==> config.mk <==
export PLATFORM = sky130hd
export DESIGN_NAME = iterative_divider_flat
export DESIGN_NICKNAME = d
export VERILOG_FILES = /design/src/rtl/iterative_divider_if.sv /design/src/rtl/iterative_divider.sv /design/src/flat_wrapper.sv
export SDC_FILE = /design/constraint.sdc
export NUM_CORES = 1
export LEC_CHECK = 0
export ABC_AREA = 1
export CAP_MARGIN = 20
export CORE_MARGIN = 3
export CORE_UTILIZATION = 60
export DETAILED_ROUTE_END_ITERATION = 8
export PLACE_DENSITY = 0.81
export SYNTH_ARGS = -nofsm -noshare
export SYNTH_HDL_FRONTEND = slang
export SYNTH_SLANG_ARGS = --single-unit
==> constraint.sdc <==
create_clock -name i_clk -period 6.4 [get_ports i_clk]
set_clock_uncertainty 0.1 [all_clocks]
set_input_delay 1.92 -clock i_clk [delete_from_list [all_inputs] [get_ports i_clk]]
set_output_delay 1.92 -clock i_clk [all_outputs]
set_load 0.01 [all_outputs]
==> src/rtl/iterative_divider_if.sv <==
// Handshake/data bundle for iterative_divider.
// master: the requester driving operands; slave: the divider itself.
interface iterative_divider_if;
  logic        i_start;
  logic [31:0] i_operand_a;
  logic [31:0] i_operand_b;
  logic [1:0]  i_op;
  logic        o_busy;
  logic        o_valid;
  logic [31:0] o_result;

  modport master (
    output i_start, i_operand_a, i_operand_b, i_op,
    input  o_busy, o_valid, o_result
  );

  modport slave (
    input  i_start, i_operand_a, i_operand_b, i_op,
    output o_busy, o_valid, o_result
  );
endinterface

==> src/rtl/iterative_divider.sv <==
// RV32M-style iterative divider (DIV/DIVU/REM/REMU).
// 32 restoring shift-subtract steps on operand magnitudes, one per cycle,
// then a single DONE cycle carrying the o_valid strobe.
// Optional macro DIV_EARLY_OUT_EN: divide-by-zero and signed overflow are
// resolved at acceptance and skip the iteration phase (results unchanged).
module iterative_divider (
  input  logic               i_clk,
  input  logic               i_rst_n,
  iterative_divider_if.slave bus
);

  localparam int DATA_W = 32;

  localparam logic [1:0] ST_IDLE = 2'd0;
  localparam logic [1:0] ST_CALC = 2'd1;
  localparam logic [1:0] ST_DONE = 2'd2;

  logic [1:0]        state;
  logic [4:0]        cnt;
  logic [DATA_W-1:0] rem_r;
  logic [DATA_W-1:0] quo_r;
  logic [DATA_W-1:0] dvsr_r;
  logic [DATA_W-1:0] a_raw_r;
  logic [DATA_W-1:0] result_r;
  logic              is_rem_r;
  logic              neg_q_r;
  logic              neg_r_r;
  logic              div0_r;
  logic              ovf_r;

  // Magnitude of a possibly signed operand; 0x80000000 maps to itself,
  // which is the correct unsigned magnitude.
  function automatic logic [DATA_W-1:0] f_mag(input logic [DATA_W-1:0] v,
                                              input logic is_signed);
    logic signed [DATA_W-1:0] sv;
    sv = signed'(v);
    if (is_signed && (sv < 0)) return unsigned'(-sv);
    return v;
  endfunction

  // Two's-complement negate when en is set.
  function automatic logic [DATA_W-1:0] f_negate(input logic [DATA_W-1:0] v,
                                                 input logic en);
    return en ? (~v + {{(DATA_W-1){1'b0}}, 1'b1}) : v;
  endfunction

  // Final result selection: special cases first, then sign fix-up of the
  // magnitude quotient/remainder.
  function automatic logic [DATA_W-1:0] f_finish(input logic              is_rem,
                                                 input logic [DATA_W-1:0] q,
                                                 input logic [DATA_W-1:0] r,
                                                 input logic              neg_q,
                                                 input logic              neg_r,
                                                 input logic              div0,
                                                 input logic              ovf,
                                                 input logic [DATA_W-1:0] a_raw);
    if (div0) return is_rem ? a_raw : {DATA_W{1'b1}};
    if (ovf)  return is_rem ? {DATA_W{1'b0}} : {1'b1, {(DATA_W-1){1'b0}}};
    return is_rem ? f_negate(r, neg_r) : f_negate(q, neg_q);
  endfunction

  logic              acc_signed;
  logic              acc_div0;
  logic              acc_ovf;
  logic [DATA_W:0]   shift_c;
  logic [DATA_W:0]   diff_c;
  logic [DATA_W-1:0] rem_nx;
  logic [DATA_W-1:0] quo_nx;

  // Special-case detection on the live inputs, used at acceptance.
  always_comb begin
    acc_signed = ~bus.i_op[0];
    acc_div0   = (bus.i_operand_b == {DATA_W{1'b0}});
    acc_ovf    = acc_signed &&
                 (bus.i_operand_a == {1'b1, {(DATA_W-1){1'b0}}}) &&
                 (bus.i_operand_b == {DATA_W{1'b1}});
  end

  // One restoring step: shift in next dividend bit, trial 33-bit subtract.
  always_comb begin
    shift_c = {rem_r, quo_r[DATA_W-1]};
    diff_c  = shift_c - {1'b0, dvsr_r};
    if (!diff_c[DATA_W]) begin
      rem_nx = diff_c[DATA_W-1:0];
      quo_nx = {quo_r[DATA_W-2:0], 1'b1};
    end else begin
      rem_nx = shift_c[DATA_W-1:0];
      quo_nx = {quo_r[DATA_W-2:0], 1'b0};
    end
  end

  // Control FSM plus working registers; reset clears everything.
  always_ff @(posedge i_clk) begin
    if (!i_rst_n) begin
      state    <= ST_IDLE;
      cnt      <= 5'd0;
      rem_r    <= '0;
      quo_r    <= '0;
      dvsr_r   <= '0;
      a_raw_r  <= '0;
      result_r <= '0;
      is_rem_r <= 1'b0;
      neg_q_r  <= 1'b0;
      neg_r_r  <= 1'b0;
      div0_r   <= 1'b0;
      ovf_r    <= 1'b0;
    end else begin
      case (state)
        ST_IDLE: begin
          if (bus.i_start) begin
            a_raw_r  <= bus.i_operand_a;
            is_rem_r <= bus.i_op[1];
            neg_q_r  <= acc_signed & (bus.i_operand_a[DATA_W-1] ^ bus.i_operand_b[DATA_W-1]);
            neg_r_r  <= acc_signed & bus.i_operand_a[DATA_W-1];
            div0_r   <= acc_div0;
            ovf_r    <= acc_ovf;
            rem_r    <= '0;
            quo_r    <= f_mag(bus.i_operand_a, acc_signed);
            dvsr_r   <= f_mag(bus.i_operand_b, acc_signed);
            cnt      <= 5'd0;
`ifdef DIV_EARLY_OUT_EN
            if (acc_div0 || acc_ovf) begin
              state    <= ST_DONE;
              result_r <= f_finish(bus.i_op[1], '0, '0, 1'b0, 1'b0,
                                   acc_div0, acc_ovf, bus.i_operand_a);
            end else begin
              state <= ST_CALC;
            end
`else
            state <= ST_CALC;
`endif
          end
        end
        ST_CALC: begin
          rem_r <= rem_nx;
          quo_r <= quo_nx;
          cnt   <= cnt + 5'd1;
          if (cnt == 5'd31) begin
            state    <= ST_DONE;
            result_r <= f_finish(is_rem_r, quo_nx, rem_nx, neg_q_r, neg_r_r,
                                 div0_r, ovf_r, a_raw_r);
          end
        end
        ST_DONE: begin
          state <= ST_IDLE;
        end
        default: begin
          state <= ST_IDLE;
        end
      endcase
    end
  end

  assign bus.o_busy   = (state != ST_IDLE);
  assign bus.o_valid  = (state == ST_DONE);
  assign bus.o_result = result_r;

endmodule

==> src/flat_wrapper.sv <==
// flat-port wrapper written by rule: the top's interface ports become plain ports
module iterative_divider_flat 
  (i_clk, i_rst_n, bus_i_start, bus_i_operand_a, bus_i_operand_b, bus_i_op, bus_o_busy, bus_o_valid, bus_o_result);
  iterative_divider_if bus_i ();
  input  logic i_clk;
  input  logic i_rst_n;
  input wire logic [$bits(bus_i.i_start)-1:0] bus_i_start;
  input wire logic [$bits(bus_i.i_operand_a)-1:0] bus_i_operand_a;
  input wire logic [$bits(bus_i.i_operand_b)-1:0] bus_i_operand_b;
  input wire logic [$bits(bus_i.i_op)-1:0] bus_i_op;
  output wire logic [$bits(bus_i.o_busy)-1:0] bus_o_busy;
  output wire logic [$bits(bus_i.o_valid)-1:0] bus_o_valid;
  output wire logic [$bits(bus_i.o_result)-1:0] bus_o_result;
  assign bus_i.i_start = bus_i_start;
  assign bus_i.i_operand_a = bus_i_operand_a;
  assign bus_i.i_operand_b = bus_i_operand_b;
  assign bus_i.i_op = bus_i_op;
  assign bus_o_busy = bus_i.o_busy;
  assign bus_o_valid = bus_i.o_valid;
  assign bus_o_result = bus_i.o_result;
  iterative_divider u_core (.i_clk(i_clk), .i_rst_n(i_rst_n), .bus(bus_i));
endmodule
### Word level (Yosys, flattened, before mapping)

Index checks and enable logic that the tools add are counted.

* flip-flop bits (word level): 172
* output and inout bits: 34

* add/sub/neg operators: 6
* magnitude comparators: 2
* equality and inequality tests: 7
* multiplexer cells: 41
* bitwise operators: 6
* reductions and logical operators: 12

Operators with widths (count)
* $mux 32: 16
* $pmux 32 s2: 2
* $add 32x1->32 const B: 2
* $eq 32x32->1 const B: 2
* $lt 32x1->1 const B: 2
* $neg 32->32: 2
* $not 32->32: 2
* $sub 33x32->33: 1
* $logic_not 32->1: 1
* $mux 1: 18
* $pmux 5 s2: 1
* $reduce_and 2->1: 4
* $add 5x1->5 const B: 1
* $eq 5x5->1 const B: 1
* $mux 5: 1
* $logic_and 1x1->1: 4
* $mux 2: 2
* $pmux 2 s2: 1
* $reduce_bool 2->1: 2
* $and 1x1->1: 2
* $eq 2x1->1 const B: 1
* $eq 2x2->1 const B: 1
* $logic_not 2->1: 1
* $ne 2x1->1 const B: 1
* 3 further kinds: 3

### Depth between registers and ports, before layout

* depth in word-level cells: 10
* gate-level depth with buffers: 31

### Worst setup path after synthesis

Ideal clock, no wire load.

* path type: reg-to-reg
* start point: register u_core.quo_r[31]
* end point: register u_core.result_r[30], in the netlist u_core.bus.o_result[30]
* library setup time: 70 ps
* arrival time: 3991 ps
* data required time: 6230 ps
* path slack: 2239 ps
* stages on the path, launching flop included: 31
* cell sequence: dfxtp_1 > inv_1 > ha_1 > inv_1 > fa_1 > nand2_1 > nand2_1 > nand3b_1 > nand2_2 > nand2_2 > nand2_2 > nand2_4 > nand3_4 > nand2_8 > buf_4 > buf_2 > ha_1 > nand3_1 > nor3_1 > nand3_1 > nor3_2 > nand3_1 > o21ai_0 > o21ai_0 > nor2_1 > o21ai_0 > o21ai_0 > a21oi_1 > nor2_1 > nand2_1 > a21oi_1

* longest elaborated chain between the ends: 8

RTL lines
* start, declared: RTL line iterative_divider.sv:21 `logic [DATA_W-1:0] quo_r;`
* start signal, assigned: RTL line iterative_divider.sv:118 `quo_r <= f_mag(bus.i_operand_a, acc_signed);`
* start signal, assigned: RTL line iterative_divider.sv:136 `quo_r <= quo_nx;`
* $sub 33x32->33: RTL line iterative_divider.sv:82 `diff_c = shift_c - {1'b0, dvsr_r};`
* $mux 1 or $mux 32 (tied branches): RTL line iterative_divider.sv:83 `if (!diff_c[DATA_W]) begin`
* $not 32->32: RTL line iterative_divider.sv:44 `return en ? (~v + {{(DATA_W-1){1'b0}}, 1'b1}) : v;`
* $add 32x1->32: RTL line iterative_divider.sv:44
* $mux 32: RTL line iterative_divider.sv:44
* $mux 32 (*) (2 in a row): RTL line iterative_divider.sv:59 `return is_rem ? f_negate(r, neg_r) : f_negate(q, neg_q);`
* $mux 32 (*): RTL line iterative_divider.sv:58 `if (ovf) return is_rem ? {DATA_W{1'b0}} : {1'b1, {(DATA_W-1){1'b0}}};`
* end signal, assigned: RTL line iterative_divider.sv:140 `result_r <= f_finish(is_rem_r, quo_nx, rem_nx, neg_q_r, neg_r_r,`
* end, declared: RTL line iterative_divider.sv:24 `logic [DATA_W-1:0] result_r;`

Every way passes the cells marked *; elsewhere a longest branch is shown, timed or not.
A chain may end at the register's enable or synchronous reset.

### Worst setup path in the final report

Ends and elaborated chain as after synthesis.

==> impl_metrics.json <==
{
  "nFillCells": 2006,
  "syn_inst": 2376,
  "viasPerCell": 5.794,
  "pin_count": 103,
  "cp-end-kind": "flip-flop",
  "drt-pass1-iter-count": 6,
  "tightest_slew_ns": 1.046,
  "hold_buffers": 0,
  "yosys_register_bits": 172,
  "seqCellArea_mm2": 0.003445,
  "clk_latency_ns": 0.44,
  "synthesis.nets": 2485,
  "drt_iter0_markers": 1653,
  "min_period_over_period_pct": 76.49,
  "clockBufferDepth": 2,
  "slew_headroom_pct": 30.25,
  "grt_use_total_pct": 37.01,
  "rsz0062_at_grt": "false",
  "postCtsSetupBuffers": 0,
  "yosysSeqAreaShare_pct": 24.83,
  "h-tree-depth": 4,
  "wl_um": 46440,
  "async_flop_share_pct": 0,
  "diodes": 0,
  "hpwl_um": 35240,
  "antenna_found_initial": 0,
  "synth.distinct_cells": 53,
  "hold_path.class": "reg2reg",
  "grt-ovfl-total": 0,
  "portBuffers": 102,
  "cts-root-buf": "clkbuf_16",
  "critPathRequiredTime_ns": 6.66,
  "syn2layout_area_growth_pct": 11.95,
  "first_global_vias": 14100,
  "dieArea_mm2": 0.02497,
  "synth_ff_type": "dfxtp_1",
  "max_clock_freq_mhz": 204.3,
  "netlist_top_cells_count": "nand2_1, inv_1, nor2_1, a21oi_1, dfxtp_1",
  "die_h_um": 158.0,
  "critPathLaunchType": "flip-flop",
  "setup_viol": 0,
  "synth_edf_count": 0,
  "syn_avg_cell_area_um2": 5.837,
  "grtUsageMet2_pct": 57.74,
  "vias": 15700,
  "crit_top_cell": "o21ai_0",
  "yosysWarnings": 0,
  "cts_resized": 0,
  "max_cap_viol_count": 0,
  "min_period_ns": 4.895,
  "gp_congestion": 0.9832,
  "wl_per_cell_um": 17.14,
  "grt_util_met3_pct": 8.311,
  "yosys.area.top_type": "dfxtp_1",
  "synth_area_mm2": 0.01387,
  "fp-row-count": 54,
  "grt_first_pass_wirelength_um": 73530,
  "drcViolationCount": 0,
  "top_usage_layer": "met2",
  "layout-drive-gt1-share_pct": 5.640,
  "start_util_pct": 62.20,
  "layout.nets": 2525,
  "status": "complete, no violations",
  "grt_util_met1_pct": 50.83,
  "grt_start_max_net_pins": 92,
  "yosysTopAreaCellShare_pct": 24.83,
  "crit_arrival_ns": 5.16,
  "final_antenna_net_count": 0,
  "hold_viol_final": 0,
  "cts_tree": "yes",
  "tns_ns": 0,
  "cts.sinks": 172,
  "critPathSlowestCell": "fa_1",
  "yosys-top-cells-area": "dfxtp_1, nand2_1, inv_1",
  "core-area_mm2": 0.02230,
  "path_clk_slew_ns": 0.07,
  "slowest_delay_ns": 0.45,
  "multiInputGateArea_mm2": 0.008682,
  "drv_slew": 0,
  "cp_max_fo": 46,
  "synthMostInstantiatedCell": "nand2_1",
  "cts_buffers": 17,
  "chipWidth_um": 158.0,
  "worstSetupPathType": "reg2reg"
}
-- flip-flops by register name, summed over array words and instances (netlist names), 2 cells and up --
name	count
u_core.a_raw_r	32
u_core.bus.o_result	32
u_core.cnt	5
u_core.dvsr_r	32
u_core.quo_r	32
u_core.rem_r	32
u_core.state	2
-- layout by cell type (no fill, tap or decap), types with 29 or more instances in the layout --
master,n
nand2_2,33
xor2_1,37
ha_1,39
nand3_1,139
nor3_1,29
nand2_1,686
o21ai_0,148
dfxtp_1,171
a21oi_1,180
clkdlybuf4s50_1,101
nor2_1,230
inv_1,345
-- worst paths after layout --
path                                   startpoint                                   end  slack, ns  cells after the start
setup / recovery    u_core.quo_r[31]$_SDFFE_PN0P_  u_core.bus.o_result[30]$_SDFFE_PN0P_       1.50                     28
hold / removal    u_core.a_raw_r[31]$_SDFFE_PN0P_       u_core.a_raw_r[31]$_SDFFE_PN0P_       0.36                      2
setup reg to reg    u_core.quo_r[31]$_SDFFE_PN0P_  u_core.bus.o_result[30]$_SDFFE_PN0P_       1.50                     28
hold reg to reg   u_core.a_raw_r[31]$_SDFFE_PN0P_       u_core.a_raw_r[31]$_SDFFE_PN0P_       0.36                      2
-- worst max-delay path: cells and delay by family, from the launching register on --
kind	cells	cell delay, ns
simple gates	17	2.37
buf+inv	2	0.15
compound gates	6	1.01
fa+ha+maj	3	0.81
flops	1	0.38
-- kinds of logic (layout without fill, tap and decap cells) --
group / Yosys count / count (layout) / synth area share (%)
simple gates: 1208 / 1208 / 37.35
buf+inv: 454 / 507 / 12.66
compound gates: 444 / 444 / 17.84
flops: 172 / 172 / 24.83
xor+xnor: 58 / 58 / 3.663
fa+ha+maj: 40 / 40 / 3.663
-- metal layers --
metal	wire, µm	vias up
li1	-	7679
met1	19860	7061
met2	20150	844
met3	4787	113
met4	1641	0
met5	0	-
-- through the flow --
| stage | setup WS [ns] | area, µm² | utilization [%] | std cells | hold WS, ns |
|---|---|---|---|---|---|
| floorplan | 2.239 | 13870 | - | 2376 | 0.3297 |
| global placement | 1.437 | 14950 | 67.07 | 2677 | 0.3409 |
| detailed placement | 1.238 | 14950 | 67.07 | 2677 | 0.3487 |
| CTS | 1.642 | 15530 | 69.64 | 2709 | 0.3581 |
| global route | 1.027 | 15530 | 69.64 | 2709 | 0.3795 |
| finish | 1.505 | 15530 | 69.64 | 2709 | 0.3596 |
-- cell type report --
| class | instances | area share [%] |
|---|---|---|
| Multi-Input combinational cell | 1750 | 55.92 |
| Inverter | 357 | 8.631 |
| Sequential cell | 172 | 22.19 |
| Clock buffer | 21 | 3.030 |
| Clock inverter | 11 | 0.6608 |
| Timing Repair Buffer | 118 | 7.317 |
| Tap cell | 280 | 2.256 |
Power is not shown: default switching activity piles up to over one toggle a cycle in this logic, so the estimate is an artifact.
==> RTL change (same settings) <==
Make the reset (`i_rst_n`) asynchronous in one clocked block.
--- a/src/rtl/iterative_divider.sv
+++ b/src/rtl/iterative_divider.sv
@@ -91,5 +91,5 @@
 
   // Control FSM plus working registers; reset clears everything.
-  always_ff @(posedge i_clk) begin
+  always_ff @(posedge i_clk or negedge i_rst_n) begin
     if (!i_rst_n) begin
       state    <= ST_IDLE;
Function: differs if i_rst_n is asserted again (counterexample within 4 cycles, from zero or initial values and one cycle with i_rst_n low); with i_rst_n held inactive, the same outputs for 4 cycles.
==> RTL change against the unedited design <==
- worst hold slack improved by 0.027 ns
- setup slack got worse by 0.27 ns
- wire length fell by 0.22%
- design area rose by 2.6%
- sequential cell count did not move
- area after synthesis rose by 1.9%
- global-route usage fell by 1.3 points
- critical path type unchanged
Power is left out: the tool's default activity adds up to more than one toggle a clock period on the data nets, which glitch-free logic cannot reach.
==> RTL change: results (changes against the unedited design) <==
| Metric | Value |
|---|---|
| Outcome | `complete, no violations` |
| CP max stage delay | `0.49 ns (+0.04 ns)` |
| Max-slew headroom | `43.6% (+13 points)` |
| Mapped Avg Cell Area | `6.54 um^2 (+12%)` |
| R2r setup slk | `1.23 ns (-0.27 ns)` |
| Met2 Routed Length | `20200 um (+0.28%)` |
| Drt pass-1 iters | `7 (+1)` |
| Share of layout cells above drive strength 1 | `6.85% (+1.2 points)` |
| Largest cells by area after synthesis | `dfrtp_1, nand2_1, inv_1, nand3_1, nor2_1` |
| Post-synth top cells | `nand2_1, inv_1, nor2_1` |
| Fillcell total | `2013 (+0.35%)` |
| Seq/Total Area, Yosys | `30.5% (+5.6 points)` |
| Hold Crit Start | `u_core.a_raw_r[4]$_DFFE_PN0P_` |
| Worst R2R Start | `u_core.quo_r[31]$_DFFE_PN0P_` |
| Largest net degree at the start of global routing | `74 (-20%)` |
| Nets | `2329 (-7.8%)` |
| Total track usage | `35.7% (-1.3 points)` |
| Crit-path max FO | `44 (-4.3%)` |
| Worst-path cell with the longest stage delay | `nand2_4` |
| Average wire per standard cell | `18.2 um (+6.2%)` |
| Worst r2r dst | `u_core.bus.o_result[30]$_DFFE_PN0P_` |
| Met3 wire length | `4600 um (-3.9%)` |
| FFs w/ async S/R, synth | `100% (+100 points)` |
| Count of cell types in the netlist | `54 (+1.9%)` |
| Global-route wire length before repair | `73300 um (-0.29%)` |
| Vias | `15100 (-4.1%)` |
==> RTL change: layer usage <==
| metal | GRT usage, % | up-vias |
|---|---|---|
| met5 | 0 | - |
| met4 | 10.5 | 0 |
| met1 | 52.3 | 7014 |
| met3 | 5.70 | 104 |
| li1 | - | 7131 |
| met2 | 54.6 | 809 |
==> RTL change: how the worst max path moves through the flow <==
| stage | start | end | slack, ns | cells after the start |
|---|---|---|---|---|
| 2_1_floorplan | bus_i_operand_b[0] | u_core.dvsr_r[30]$_DFFE_PN0P_ | 2.21 | 16 |
| 3_3_place_gp | bus_i_operand_b[0] | u_core.dvsr_r[30]$_DFFE_PN0P_ | 1.41 | 17 |
| 3_5_place_dp | bus_i_operand_a[2] | u_core.quo_r[29]$_DFFE_PN0P_ | 1.20 | 13 |
| 4_1_cts | u_core.quo_r[31]$_DFFE_PN0P_ | u_core.bus.o_result[30]$_DFFE_PN0P_ | 1.43 | 28 |
| 5_1_grt | u_core.quo_r[31]$_DFFE_PN0P_ | u_core.bus.o_result[30]$_DFFE_PN0P_ | 0.91 | 28 |
| 6_report | u_core.quo_r[31]$_DFFE_PN0P_ | u_core.bus.o_result[30]$_DFFE_PN0P_ | 1.23 | 28 |
==> RTL change: metrics by stage <==
stage	utilization [%]	hold slack, ns	area (um^2)	setup WS [ns]
after detailed placement	66.7	0.368	15300	1.20
after global routing	69.5	0.416	15900	0.907
final	69.5	0.386	15900	1.23
after floorplan	-	0.344	14100	2.21
after global placement	66.7	0.358	15300	1.41
after CTS	69.4	0.385	15900	1.43
==> RTL change: cell families after synthesis <==
family / Yosys count / synth area share, %
AO/OA/AOI/OAI: 358 / 15.2
XOR/XNOR: 70 / 4.34
adder cells (fa/ha/maj): 40 / 3.60
buffers and inverters: 364 / 10.4
flip-flops: 172 / 30.5
AND/OR/NAND/NOR: 1155 / 35.9
==> RTL change: worst max-delay path, delay by kind of cell (launching register included) <==
kind / cells / cell delay, ns
buffers and inverters: 4 / 0.31
AOI/OAI and AO/OA: 4 / 0.77
DFF: 1 / 0.44
adders and majority gates: 3 / 0.81
and+or+nand+nor: 17 / 2.61
==> RTL change: area by class of cell <==
class	instances	share of cell area [%]
Multi-Input combinational cell	1623	52.5
Sequential cell	172	27.0
Timing Repair Buffer	119	7.35
Inverter	287	6.77
Clock buffer	17	2.67
Tap cell	313	2.46
Clock inverter	15	1.22
